[config.mk]
export PLATFORM = sky130hd
export DESIGN_NAME = psum_axis_out_buffer
export DESIGN_NICKNAME = d
export VERILOG_FILES = /design/src/rtl/psum_out_pkg.sv /design/src/rtl/psum_sync_fifo.sv /design/src/rtl/psum_axis_out_buffer.sv
export SDC_FILE = /design/constraint.sdc
export NUM_CORES = 1
export LEC_CHECK = 0
export CORE_MARGIN = 5
export CORE_UTILIZATION = 50
export CTS_BUF_LIST = sky130_fd_sc_hd__clkbuf_16
export CTS_CLUSTER_DIAMETER = 50
export DETAILED_ROUTE_END_ITERATION = 8
export GPL_ROUTABILITY_DRIVEN = 1
export MAX_ROUTING_LAYER = met4
export PLACE_DENSITY_LB_ADDON = 0.15
export RECOVER_POWER = 25
export SLEW_MARGIN = 5
export SYNTH_ARGS = -nofsm -noshare
export SYNTH_HDL_FRONTEND = slang
export SYNTH_SLANG_ARGS = --single-unit
[constraint.sdc]
create_clock -name clk -period 4.9 [get_ports clk]
set_input_delay 0.49 -clock clk [delete_from_list [all_inputs] [get_ports clk]]
set_output_delay 0.49 -clock clk [all_outputs]
set_load 0.03 [all_outputs]
[src/rtl/psum_out_pkg.sv]
// Shared constants for the psum AXI-Stream output buffer.
// Each buffered entry is {last, data}; the last flag sits above the data word.
package psum_out_pkg;

  localparam int PSUM_DATA_W  = 32;
  localparam int PSUM_ENTRY_W = PSUM_DATA_W + 1;
  localparam int PSUM_LAST_BIT = PSUM_DATA_W;

  // Data word carried by a terminator entry created for a lone layer-finish marker.
  localparam logic [PSUM_DATA_W-1:0] PSUM_TERM_DATA = '0;

endpackage

[src/rtl/psum_sync_fifo.sv]
// Synchronous FIFO for {last, data} entries with push/pop/full/empty/count.
// A patch request sets the last bit of the newest stored entry (wr_ptr-1),
// which is how a lone layer-finish marker is folded into already-queued data.
module psum_sync_fifo
  import psum_out_pkg::*;
#(
  parameter int WIDTH    = PSUM_ENTRY_W,
  parameter int DEPTH    = 16,
  parameter int LAST_BIT = PSUM_LAST_BIT
) (
  input  logic                     clk,
  input  logic                     rst,
  input  logic                     push,
  input  logic [WIDTH-1:0]         push_data,
  input  logic                     pop,
  input  logic                     patch_last,
  output logic [WIDTH-1:0]         head,
  output logic                     full,
  output logic                     empty,
  output logic [$clog2(DEPTH):0]   count
);

  localparam int PW = $clog2(DEPTH);
  localparam logic [PW:0] FULL_CNT = (PW + 1)'(DEPTH);

  logic [WIDTH-1:0] mem [DEPTH];
  logic [PW-1:0]    wr_ptr;
  logic [PW-1:0]    rd_ptr;
  logic [PW:0]      count_q;
  logic [PW-1:0]    newest_ptr;
  logic             do_push;
  logic             do_pop;

  assign empty      = (count_q == '0);
  assign full       = (count_q == FULL_CNT);
  assign count      = count_q;
  assign head       = mem[rd_ptr];
  assign newest_ptr = wr_ptr - 1'b1;

  // A push into a full FIFO is only legal when a pop frees a slot the same cycle.
  assign do_pop  = pop && !empty;
  assign do_push = push && (!full || do_pop);

  // Pointer and occupancy bookkeeping; pointers wrap naturally at the power-of-2 depth.
  always_ff @(posedge clk) begin
    if (rst) begin
      wr_ptr  <= '0;
      rd_ptr  <= '0;
      count_q <= '0;
    end else begin
      if (do_push) wr_ptr <= wr_ptr + 1'b1;
      if (do_pop)  rd_ptr <= rd_ptr + 1'b1;
      case ({do_push, do_pop})
        2'b10:   count_q <= count_q + 1'b1;
        2'b01:   count_q <= count_q - 1'b1;
        default: count_q <= count_q;
      endcase
    end
  end

  // Storage array: writes new entries, or marks the newest entry as layer-final.
  always_ff @(posedge clk) begin
    if (do_push) begin
      mem[wr_ptr] <= push_data;
    end else if (patch_last && !empty) begin
      mem[newest_ptr][LAST_BIT] <= 1'b1;
    end
  end

endmodule

[src/rtl/psum_axis_out_buffer.sv]
// AXI4-Stream output stage for packed psum words: output register plus FIFO,
// tlast guarantee for lone layer-finish markers, sticky overflow, frame_done pulse.
// Optional macro PSUM_AXIS_OUT_BEAT_CNT_EN adds per-frame beat counters.
module psum_axis_out_buffer
  import psum_out_pkg::*;
#(
  parameter int C_M_AXIS_TDATA_WIDTH = PSUM_DATA_W,
  parameter int FIFO_DEPTH           = 16
) (
  input  logic                             clk,
  input  logic                             rst,
  input  logic                             in_valid,
  input  logic                             in_last,
  input  logic [C_M_AXIS_TDATA_WIDTH-1:0]  in_data,
  output logic                             m_axis_tvalid,
  input  logic                             m_axis_tready,
  output logic [C_M_AXIS_TDATA_WIDTH-1:0]  m_axis_tdata,
  output logic                             m_axis_tlast,
  output logic [$clog2(FIFO_DEPTH):0]      fifo_count,
  output logic                             overflow,
  output logic                             frame_done
`ifdef PSUM_AXIS_OUT_BEAT_CNT_EN
  ,
  output logic [15:0]                      beat_count,
  output logic [15:0]                      last_frame_beats
`endif
);

  localparam int ENTRY_W = C_M_AXIS_TDATA_WIDTH + 1;
  localparam int CW      = $clog2(FIFO_DEPTH) + 1;
  localparam logic [CW-1:0] ONE_CNT = CW'(1);

  logic               hs;
  logic               out_free;
  logic               lone_last;
  logic               patch_fifo;
  logic               patch_out;
  logic               enq_term;
  logic               wr_req;
  logic [ENTRY_W-1:0] wr_entry;
  logic               bypass;
  logic               fifo_pop;
  logic               fifo_push;
  logic               drop;
  logic [ENTRY_W-1:0] fifo_head;
  logic [ENTRY_W-1:0] load_entry;
  logic               fifo_full;
  logic               fifo_empty;
  logic [CW-1:0]      fifo_cnt;

  assign hs        = m_axis_tvalid && m_axis_tready;
  assign out_free  = !m_axis_tvalid || hs;
  assign lone_last = in_last && !in_valid;

  // Lone marker: patch the newest unsent entry, or create a terminator if none is left.
  assign patch_fifo = lone_last && !fifo_empty;
  assign patch_out  = lone_last && fifo_empty && m_axis_tvalid && !hs;
  assign enq_term   = lone_last && fifo_empty && out_free;

  assign wr_req   = in_valid || enq_term;
  assign wr_entry = in_valid ? {in_last, in_data}
                             : {1'b1, C_M_AXIS_TDATA_WIDTH'(PSUM_TERM_DATA)};

  assign fifo_pop  = out_free && !fifo_empty;
  assign bypass    = wr_req && out_free && fifo_empty;
  assign fifo_push = wr_req && !bypass && (!fifo_full || fifo_pop);
  assign drop      = wr_req && !bypass && fifo_full && !fifo_pop;

  // If the entry being patched is also the one leaving the FIFO, fold the patch into the load.
  assign load_entry = (patch_fifo && (fifo_cnt == ONE_CNT))
                      ? (fifo_head | {1'b1, {C_M_AXIS_TDATA_WIDTH{1'b0}}})
                      : fifo_head;

  assign fifo_count = fifo_cnt;

  psum_sync_fifo #(
    .WIDTH    (ENTRY_W),
    .DEPTH    (FIFO_DEPTH),
    .LAST_BIT (C_M_AXIS_TDATA_WIDTH)
  ) u_fifo (
    .clk        (clk),
    .rst        (rst),
    .push       (fifo_push),
    .push_data  (wr_entry),
    .pop        (fifo_pop),
    .patch_last (patch_fifo),
    .head       (fifo_head),
    .full       (fifo_full),
    .empty      (fifo_empty),
    .count      (fifo_cnt)
  );

  // Output register: reload from FIFO head or bypass when free; otherwise hold stable.
  always_ff @(posedge clk) begin
    if (rst) begin
      m_axis_tvalid <= 1'b0;
      m_axis_tdata  <= '0;
      m_axis_tlast  <= 1'b0;
    end else if (out_free) begin
      if (fifo_pop) begin
        m_axis_tvalid                <= 1'b1;
        {m_axis_tlast, m_axis_tdata} <= load_entry;
      end else if (bypass) begin
        m_axis_tvalid                <= 1'b1;
        {m_axis_tlast, m_axis_tdata} <= wr_entry;
      end else begin
        m_axis_tvalid <= 1'b0;
      end
    end else if (patch_out) begin
      m_axis_tlast <= 1'b1;
    end
  end

  // Sticky overflow on any dropped word or terminator, and registered frame_done pulse.
  always_ff @(posedge clk) begin
    if (rst) begin
      overflow   <= 1'b0;
      frame_done <= 1'b0;
    end else begin
      if (drop) overflow <= 1'b1;
      frame_done <= hs && m_axis_tlast;
    end
  end

`ifdef PSUM_AXIS_OUT_BEAT_CNT_EN
  // Count handshaken beats per frame; the tlast beat closes the frame and records its total.
  always_ff @(posedge clk) begin
    if (rst) begin
      beat_count       <= '0;
      last_frame_beats <= '0;
    end else if (hs) begin
      if (m_axis_tlast) begin
        beat_count       <= '0;
        last_frame_beats <= beat_count + 16'd1;
      end else begin
        beat_count <= beat_count + 16'd1;
      end
    end
  end
`endif

endmodule

# Yosys cells after proc, flatten, opt, wreduce, memory -nomap -nowiden
# Memory sizes are Yosys's and may differ from the RTL's. A register that Yosys moved wholly into a read port is not among the register bits.
# Cells that the tools add are included.
# op_classes
addsub	5
mul	0
div_mod_pow	0
n_lt_le_gt_ge	0
eq_ne	5
n_shift	0
n_mux	21
bitwise	0
reduce_logical	37
# op_table
cell	count
two-way mux 33 bit	3
two-way mux 32 bit	2
OR reduction 33 bit	1
logical AND 1 bit	19
two-way mux 4 bit	3
two-way mux 1 bit	11
case mux 5 bit (2 select lines)	1
adder 4 x 1 -> 4 bit (second input constant)	2
logical NOT 1 bit	7
nonzero test 2 bit	3
adder 5 x 1 -> 5 bit (second input constant)	1
== test 5 x 1 -> 1 bit (second input constant)	1
== test 5 bit (second input constant)	1
logical NOT 5 bit	1
subtractor 5 x 1 -> 5 bit (second input constant)	1
logical OR 1 bit	4
AND reduction 2 bit	2
subtractor 4 x 1 -> 4 bit (second input constant)	1
inequality test 3 x 1 -> 1 bit (second input constant)	1
== test 2 x 1 -> 1 bit (second input constant)	1
== test 2 bit (second input constant)	1
two-way mux 2 bit	1
# word_totals
regBits	49
latch_bits	0
ramBits	528
rom_bits	0
inputBits	37
word_cells	77
n_memories	1
# memory_table
memory	depth	word_bits	rd	rd_ports_with_merged_regs	write_ports	line	text
u_fifo.mem	16	33	1	1	1	psum_sync_fifo.sv:26	logic [WIDTH-1:0] mem [DEPTH];

# Logic depth before layout (Yosys ltp)
# Gate-level depths: netlist (run 1).
# logic_depth
depth_word	15
depth_mapped	10
ltp_nobuf	10

# Modules after synthesis
# Synthesis (run 1) repeated with hierarchy kept, for this count alone.
# unflattened
hier_cells	1122
hier_area_um2	22904.5
# by_module_without_submodules
mod	instances	cells_each	area_each_um2	seq_area_each_um2
psum_sync_fifo	1	911	21131.5	16195.5
psum_axis_out_buffer	1	211	1773.0	720.7

# Worst setup path before layout (run 1)
# Ideal clock, no wire load.
# synth_path
path_type	register -> register
startpoint	register u_fifo.count_q[1] (netlist: u_fifo.count[1])
endpoint	memory u_fifo.mem[15][0] (netlist name), enable pin
arrival_time_ps	3275
required_time_ps	4477
path_slack_ps	1203
stages_incl_launch_ff	9
path_buffers	2
period_less_slack_ps	3697
path_cell_list	dfxtp_1 -> inv_1 -> ha_1 -> or4b_1 -> buf_2 -> buf_6 -> a311oi_2 -> a41oi_2 -> nor2_1
# synth_between
elab_chain_cells	14
elab_cells_between_ends	27
classes_between	eq/ne: 1; mux: 7; reduce/logical: 19
# synth_lines
item	line	text
start: declaration	psum_sync_fifo.sv:29	logic [PW:0] count_q;
start signal: assignment	psum_sync_fifo.sv:54	2'b10: count_q <= count_q + 1'b1;
start signal: assignment	psum_sync_fifo.sv:55	2'b01: count_q <= count_q - 1'b1;
start signal: assignment	psum_sync_fifo.sv:56	default: count_q <= count_q;
logical NOT 5 bit	psum_sync_fifo.sv:34	assign empty = (count_q == '0);
logical AND 1 bit (2 in series)	psum_axis_out_buffer.sv:58	assign enq_term = lone_last && fifo_empty && out_free;
logical OR 1 bit	psum_axis_out_buffer.sv:60	assign wr_req = in_valid || enq_term;
logical AND 1 bit (2 in series)	psum_axis_out_buffer.sv:65	assign bypass = wr_req && out_free && fifo_empty;
logical NOT 1 bit	psum_axis_out_buffer.sv:66	assign fifo_push = wr_req && !bypass && (!fifo_full || fifo_pop);
logical AND 1 bit (2 in series)	psum_axis_out_buffer.sv:66	
logical AND 1 bit	psum_sync_fifo.sv:42	assign do_push = push && (!full || do_pop);
two-way mux 1 bit	psum_sync_fifo.sv:63	if (do_push) begin
two-way mux 1 bit (not written as such)	psum_sync_fifo.sv:66	mem[newest_ptr][LAST_BIT] <= 1'b1;
OR reduction 33 bit (no source line)	--	
two-way mux 4 bit (no source line) / two-way mux 2 bit (equally long branches)	--	
end: declaration	psum_sync_fifo.sv:26	
# Parallel ways exist; a longest one is shown, timed or not.

# Worst setup path after layout (run 1)
# layout_path
startpoint	register u_fifo.count_q[1] (netlist: u_fifo.count[1])
endpoint	memory u_fifo.mem[13][20] (netlist name), enable pin
# Same word-level chain as after synthesis.

==> run summary, run 1 <==
Num Clock Sinks: 581
postcts setup bufs: 0
startpoint types: register
fmax: 285 MHz
count of cell types in the netlist: 49
P&R area growth vs syn: 15.3%
Worst setup EP type: register
first-pass GRT wire length: 77,200 um
Gate Count Post-Synth: 1,161
worst hold path depth: 2
worst slack at placement: 1170 ps
Final Slew Violations: 51
H-tree Lvls: 2
Reg clk slew, reported paths: 60 ps
critical path peak fanout: 21
Cell Pwr Density: 535 nW/um^2
hold crit path type: reg -> reg
synthesized cell area: 22,900 um^2
DRC Markers: 0
final cycle utilization of the critical path: 71.7%
hold_buf cts: 0
post-CTS sizing: 0
DP Area: 24,500 um^2
Post-synth EDFFs: 528
Root Driver: clkbuf_16
Setup TNS: 0 ps
critical path cell sequence: inv_1 > ha_1 > or4b_2 > a311oi_2 > a41oi_2 > nor2_4 > buf_4
peak supply drop: 0.368 mV
Die Wd: 224 um
Setup CP Type: reg -> reg
Post-synth ARST share: 0%
minimum clock period: 3510 ps
Starting Density: 50.5%
leakage: 8.22 nW
Core Area: 45,400 um^2
Vias: 11,400
Die Ht: 224 um
Critical Path Max Stage Delay: 840 ps
most frequent cell after synthesis: edfxtp_1
GP Congestion: 0.778
CTS Buf Count: 61
Stages on worst setup path: 7
Clock Skews: 14.5 ps
DIE AREA: 50,200 um^2
Max Cap Violations: 1
vias per cell: 5.98
number of global-route vias before repair: 11,700
Seq/Total Area, Yosys: 73.9%
main flop type after synthesis: edfxtp_1
# IOs: 78
endpoints failing setup: 0
total grt overflow: 0
Worst-Margin Slew: 3170 ps
drt pass-1 iters: 5
initial antenna violation count: 0
largest net degree at the start of global routing: 60
detailed router's first-iteration violation count: 916
Post-synth top cells: edfxtp_1 (528), mux4_2 (132), a21oi_1 (72)
Clock Tree Buf Depth: 3
worst path buffer plus inverter count: 2
Syn Area/Cell: 19.7 um^2
hpwl dp: 28,300 um
Cell Rows: 78
DRT antenna net count: 0
fraction of layout cells with a size suffix above 1: 20.7%
Fin. Hold Viols: 0
setup repair after global routing missed its margin: no
Synth area leaders: edfxtp_1 (69%), mux4_2 (13%), dfxtp_1 (4.6%)
final worst slack: 1390 ps
final wirelength: 51,100 um
nets@finish: 1,303
Antenna Cells: 0
R2R cell count: 7
Ys Warns: 0
final core occ: 58.2%
syn_nets: 1,206
port bufs: 77
CP required: 5200 ps
wire per inst: 26.8 um
Power, Total: 0.0141 W
slew margin rel.: -111%
gr usage total: 21.2%
Yosys top cell by area: edfxtp_1
outcome: complete, but fails checks
Top delay family on crit path: simple AND/OR/NAND/NOR gates
crit path max-delay cell type: nor2_4
FF+latch count, synth: 581
critical path arrival: 3810 ps
share of the synthesized area in the top cell type: 69.2%
cell area after layout: 26,400 um^2
CTS tree: done
clk_lat worst skew: 610 ps
failing checks: max-capacitance violations, max-slew violations
==> cells in the final DEF, fill, tap and decap left out, types with 5 or more instances in the layout <==
cell,instances
bufinv_16,5
o21a_1,34
nor2b_1,19
xnor2_1,7
a211o_1,32
dfxtp_1,50
and2_0,18
a21oi_1,72
clkinv_1,16
ha_1,8
mux2i_1,66
nor2_4,16
clkbuf_16,63
buf_4,21
inv_1,22
mux4_2,132
and2_1,15
clkdlybuf4s50_1,75
nand3_1,8
edfxtp_1,528
nand2_1,7
nor2_1,17
==> worst reg2reg max path, cell delays in order, from the launching register on <==
cell and delay, ps:
dfxtp_1 350, inv_1 130, ha_1 230, or4b_2 710, a311oi_2 360, a41oi_2 210, nor2_4 840, buf_4 370
==> flip-flops by register name, indices dropped and copies added, names as in the netlist, named ones only <==
name           flops
m_axis_tlast       1
u_fifo.wr_ptr      4
m_axis_tdata      32
u_fifo.count       5
u_fifo.rd_ptr      4
u_fifo.mem       528
m_axis_tvalid      1
overflow           1
frame_done         1
==> per-stage QoR <==
step | hold slack [ps] | std cells
6_report | 536 | 1907
5_1_grt | 553 | 1907
3_3_place_gp | 500 | 1795
4_1_cts | 481 | 1907
2_1_floorplan | 485 | 1161
3_5_place_dp | 521 | 1795
==> cells by family after synthesis <==
group / Yosys count / synth area share [%]
simple gates: 122 / 2.98
xor+xnor: 11 / 0.421
compound gates: 164 / 4.81
fa+ha+maj: 8 / 0.437
mux: 199 / 15.9
flops: 581 / 73.9
buf+inv: 76 / 1.54
==> cell type report <==
type / count / area (um^2)
clock buffers: 63 / 1580
clock inverters: 49 / 368
fillers: 3314 / 19000
inverters: 7 / 26.3
multi-input cells: 504 / 5770
flip-flops and latches: 581 / 16900
well taps: 600 / 751
repair buffers: 103 / 986
==> routing by layer <==
layer / part of all wire, % / vias up / wire length, um / global-route usage [%]
met4: 1.6 / 0 / 820 / 4.21
met3: 5.2 / 67 / 2680 / 3.70
met1: 45 / 6059 / 22800 / 30.1
li1: - / 4938 / - / -
met2: 49 / 334 / 24900 / 33.1
met5: 0 / - / 0 / -
==> report_power, final <==
group	total [W]	internal, W	switching (W)
registers	0.00611	0.00583	0.000288
clock network	0.00445	0.00258	0.00187
logic	0.00355	0.00157	0.00198
total	0.0141	0.00997	0.00414
==> path summary, 6_finish.rpt <==
path | slack (ps) | endpoint | from
max | 1390 | u_fifo.mem[13][20] | u_fifo.count[1]
min | 540 | u_fifo.rd_ptr[3] | u_fifo.rd_ptr[3]
min reg2reg | 540 | u_fifo.rd_ptr[3] | u_fifo.rd_ptr[3]
max reg2reg | 1390 | u_fifo.mem[13][20] | u_fifo.count[1]
No activity file was read; power rests on OpenSTA's default activity.
==> inputs of run 2 (changes only) <==
- clock period: 4.9 -> 3.35 ns (I/O delays scaled with it)
==> run summary, run 2 (synthesis results as in run 1) <==
detailed router's first-iteration violation count: 904 (-1.3%)
fill cell count: 3,350 (+1.1%)
total grt overflow: 0 (unchanged)
Critical Path Max Stage Delay: 600 ps (-240 ps)
DRT antenna net count: 0 (unchanged)
Cell Rows: 78 (unchanged)
CTS tree: done
endpoints failing setup: 0 (unchanged)
Pint: 0.0148 W (+48%)
GP Congestion: 0.792 (+1.9%)
clk_lat worst skew: 620 ps (about the same)
RR Endpoint: u_fifo.count[3]
minimum clock period: 2960 ps (-556 ps)
DIE AREA: 50,200 um^2 (unchanged)
Antenna Cells: 0 (unchanged)
Final Slew Violations: 51 (unchanged)
largest net degree at the start of global routing: 55 (-8.3%)
peak supply drop: 0.472 mV (+28%)
WHS Endpoint: frame_done
setup repair after global routing missed its margin: no
Worst-Margin Slew: 1520 ps (-1650 ps)
critical path peak fanout: 7 (-67%)
Clock Tree Buf Depth: 3 (unchanged)
Worst setup EP type: register
hold path start: m_axis_tready
Vias: 11,400 (+0.20%)
Root Driver: clkbuf_16
R2R cell count: 9 (+2)
fraction of layout cells with a size suffix above 1: 23.1% (+2.5 points)
slew margin rel.: -1.31% (+110 points)
crit path max-delay cell type: or4b_2
clock network fraction of total power: 31.8% (+0.3 points)
Setup CP Type: reg -> reg
final worst slack: 395 ps (-994 ps)
Flop pwr share: 42.7% (-0.6 points)
Sw Share: 29.1% (-0.23 points)
initial antenna violation count: 0 (unchanged)
commonest non-fill, non-tap cell in the layout: edfxtp_1
hold_buf cts: 0 (unchanged)
failing checks: max-capacitance violations, max-slew violations
Core Area: 45,400 um^2 (unchanged)
Top delay family on crit path: simple AND/OR/NAND/NOR gates
number of flip-flops in the largest register: 528 (unchanged)
worst slack at placement: 450 ps (-719 ps)
critical path cell sequence: inv_1 > ha_1 > nor4b_2 > nor2_1 > ha_1 > or4b_2 > a21oi_1 > xnor2_1 > nor2_1
# IOs: 78 (unchanged)
worst hold path depth: 2 (unchanged)
final wirelength: 49,600 um (-3.0%)
CP required: 3790 ps (-1410 ps)
fmax: 338 MHz (+19%)
critical path arrival: 3400 ps (-410 ps)
hpwl dp: 27,700 um (-2.2%)
postcts setup bufs: 0 (unchanged)
vias per cell: 5.85 (-2.2%)
commonest cells after routing, fill and taps aside: edfxtp_1 (528), mux4_2 (132), clkdlybuf4s50_1 (75)
Clock Skews: 17.7 ps (+3.28 ps)
Multi-input gate area: 5770 um^2 (unchanged)
leakage: 8.47 nW (+3.0%)
Largest Register: u_fifo.mem
Reg area: 16,900 um^2 (unchanged)
H-tree Lvls: 2 (unchanged)
gr usage total: 20.6% (-0.63 points)
RR Startpoint: u_fifo.count[0]
outcome: complete, but fails checks
Die Ht: 224 um (unchanged)
first-pass GRT wire length: 75,300 um (-2.5%)
CTS Buf Count: 60 (-1.6%)
Starting Density: 50.5% (unchanged)
nets@finish: 1,346 (+3.3%)
drt pass-1 iters: 5 (unchanged)
Die Wd: 224 um (unchanged)
Num Clock Sinks: 581 (unchanged)
Comb power frac: 25.5% (+0.4 points)
startpoint types: register
final core occ: 59.3% (+1.2 points)
post-CTS sizing: 0 (unchanged)
final cycle utilization of the critical path: 88.2% (+17 points)
port bufs: 77 (unchanged)
FF-to-FF setup slack: 390 ps (-990 ps)
DRC Markers: 0 (unchanged)
number of global-route vias before repair: 12,000 (+1.9%)
P&R area growth vs syn: 17.6%
Fin. Hold Viols: 0 (unchanged)
worst path buffer plus inverter count: 1 (-1)
Cell Pwr Density: 774 nW/um^2 (+45%)
hold crit path type: in -> reg
Switch Pwr: 0.00607 W (+46%)
wire per inst: 25.4 um (-5.3%)
Reg clk slew, reported paths: 60 ps (about the same)
Max Cap Violations: 1 (unchanged)
-- run 2: worst max path at each step --
stage                     slack, ps                 to       startpoint  depth (start not counted)
after floorplan                -330  u_fifo.mem[13][0]  u_fifo.count[1]                          8
after detailed placement        450    u_fifo.count[3]    m_axis_tready                         10
after global routing            190    u_fifo.count[3]  u_fifo.count[0]                          9
after global placement          440    u_fifo.count[3]    m_axis_tready                         10
final                           390    u_fifo.count[3]  u_fifo.count[0]                          9
after CTS                       470    u_fifo.count[3]  u_fifo.count[0]                          9
-- run 2: cell type report --
class | instances | share of cell area (%)
clock inverter | 52 | 1.63
inverter | 7 | 0.0976
timing repair buffer | 147 | 5.43
multi-input combinational | 504 | 21.4
sequential | 581 | 62.9
tap | 600 | 2.79
clock buffer | 62 | 5.76
-- run 2: metal layers --
metal / global-route usage (%) / wire [um]
met1: 27.9 / 21500
met4: 5.77 / 943
met5: - / 0
met2: 33.1 / 24800
met3: 3.04 / 2360
-- run 2: power groups by stage --
stage / combinational, W / sequential (W) / clock, W
final: 0.00530 / 0.00889 / 0.00663
after global routing: 0.00570 / 0.00894 / 0.00709
after CTS: 0.00537 / 0.00890 / 0.00676
after detailed placement: 0.00535 / 0.00905 / 0
after global placement: 0.00528 / 0.00903 / 0
after floorplan: 0.00350 / 0.00915 / 0
-- run 2: metrics by stage --
| stage | instances | cell area (um^2) | power, W | TNS (ps) | hold slack (ps) |
|---|---|---|---|---|---|
| after CTS | 1953 | 27000 | 0.0210 | 0 | 351 |
| after global placement | 1839 | 25000 | 0.0143 | 0 | 502 |
| after detailed placement | 1839 | 25000 | 0.0144 | 0 | 505 |
| after floorplan | 1161 | 22900 | 0.0126 | -89610 | 485 |
| after global routing | 1953 | 26900 | 0.0217 | 0 | 420 |
| final | 1953 | 26900 | 0.0208 | 0 | 413 |
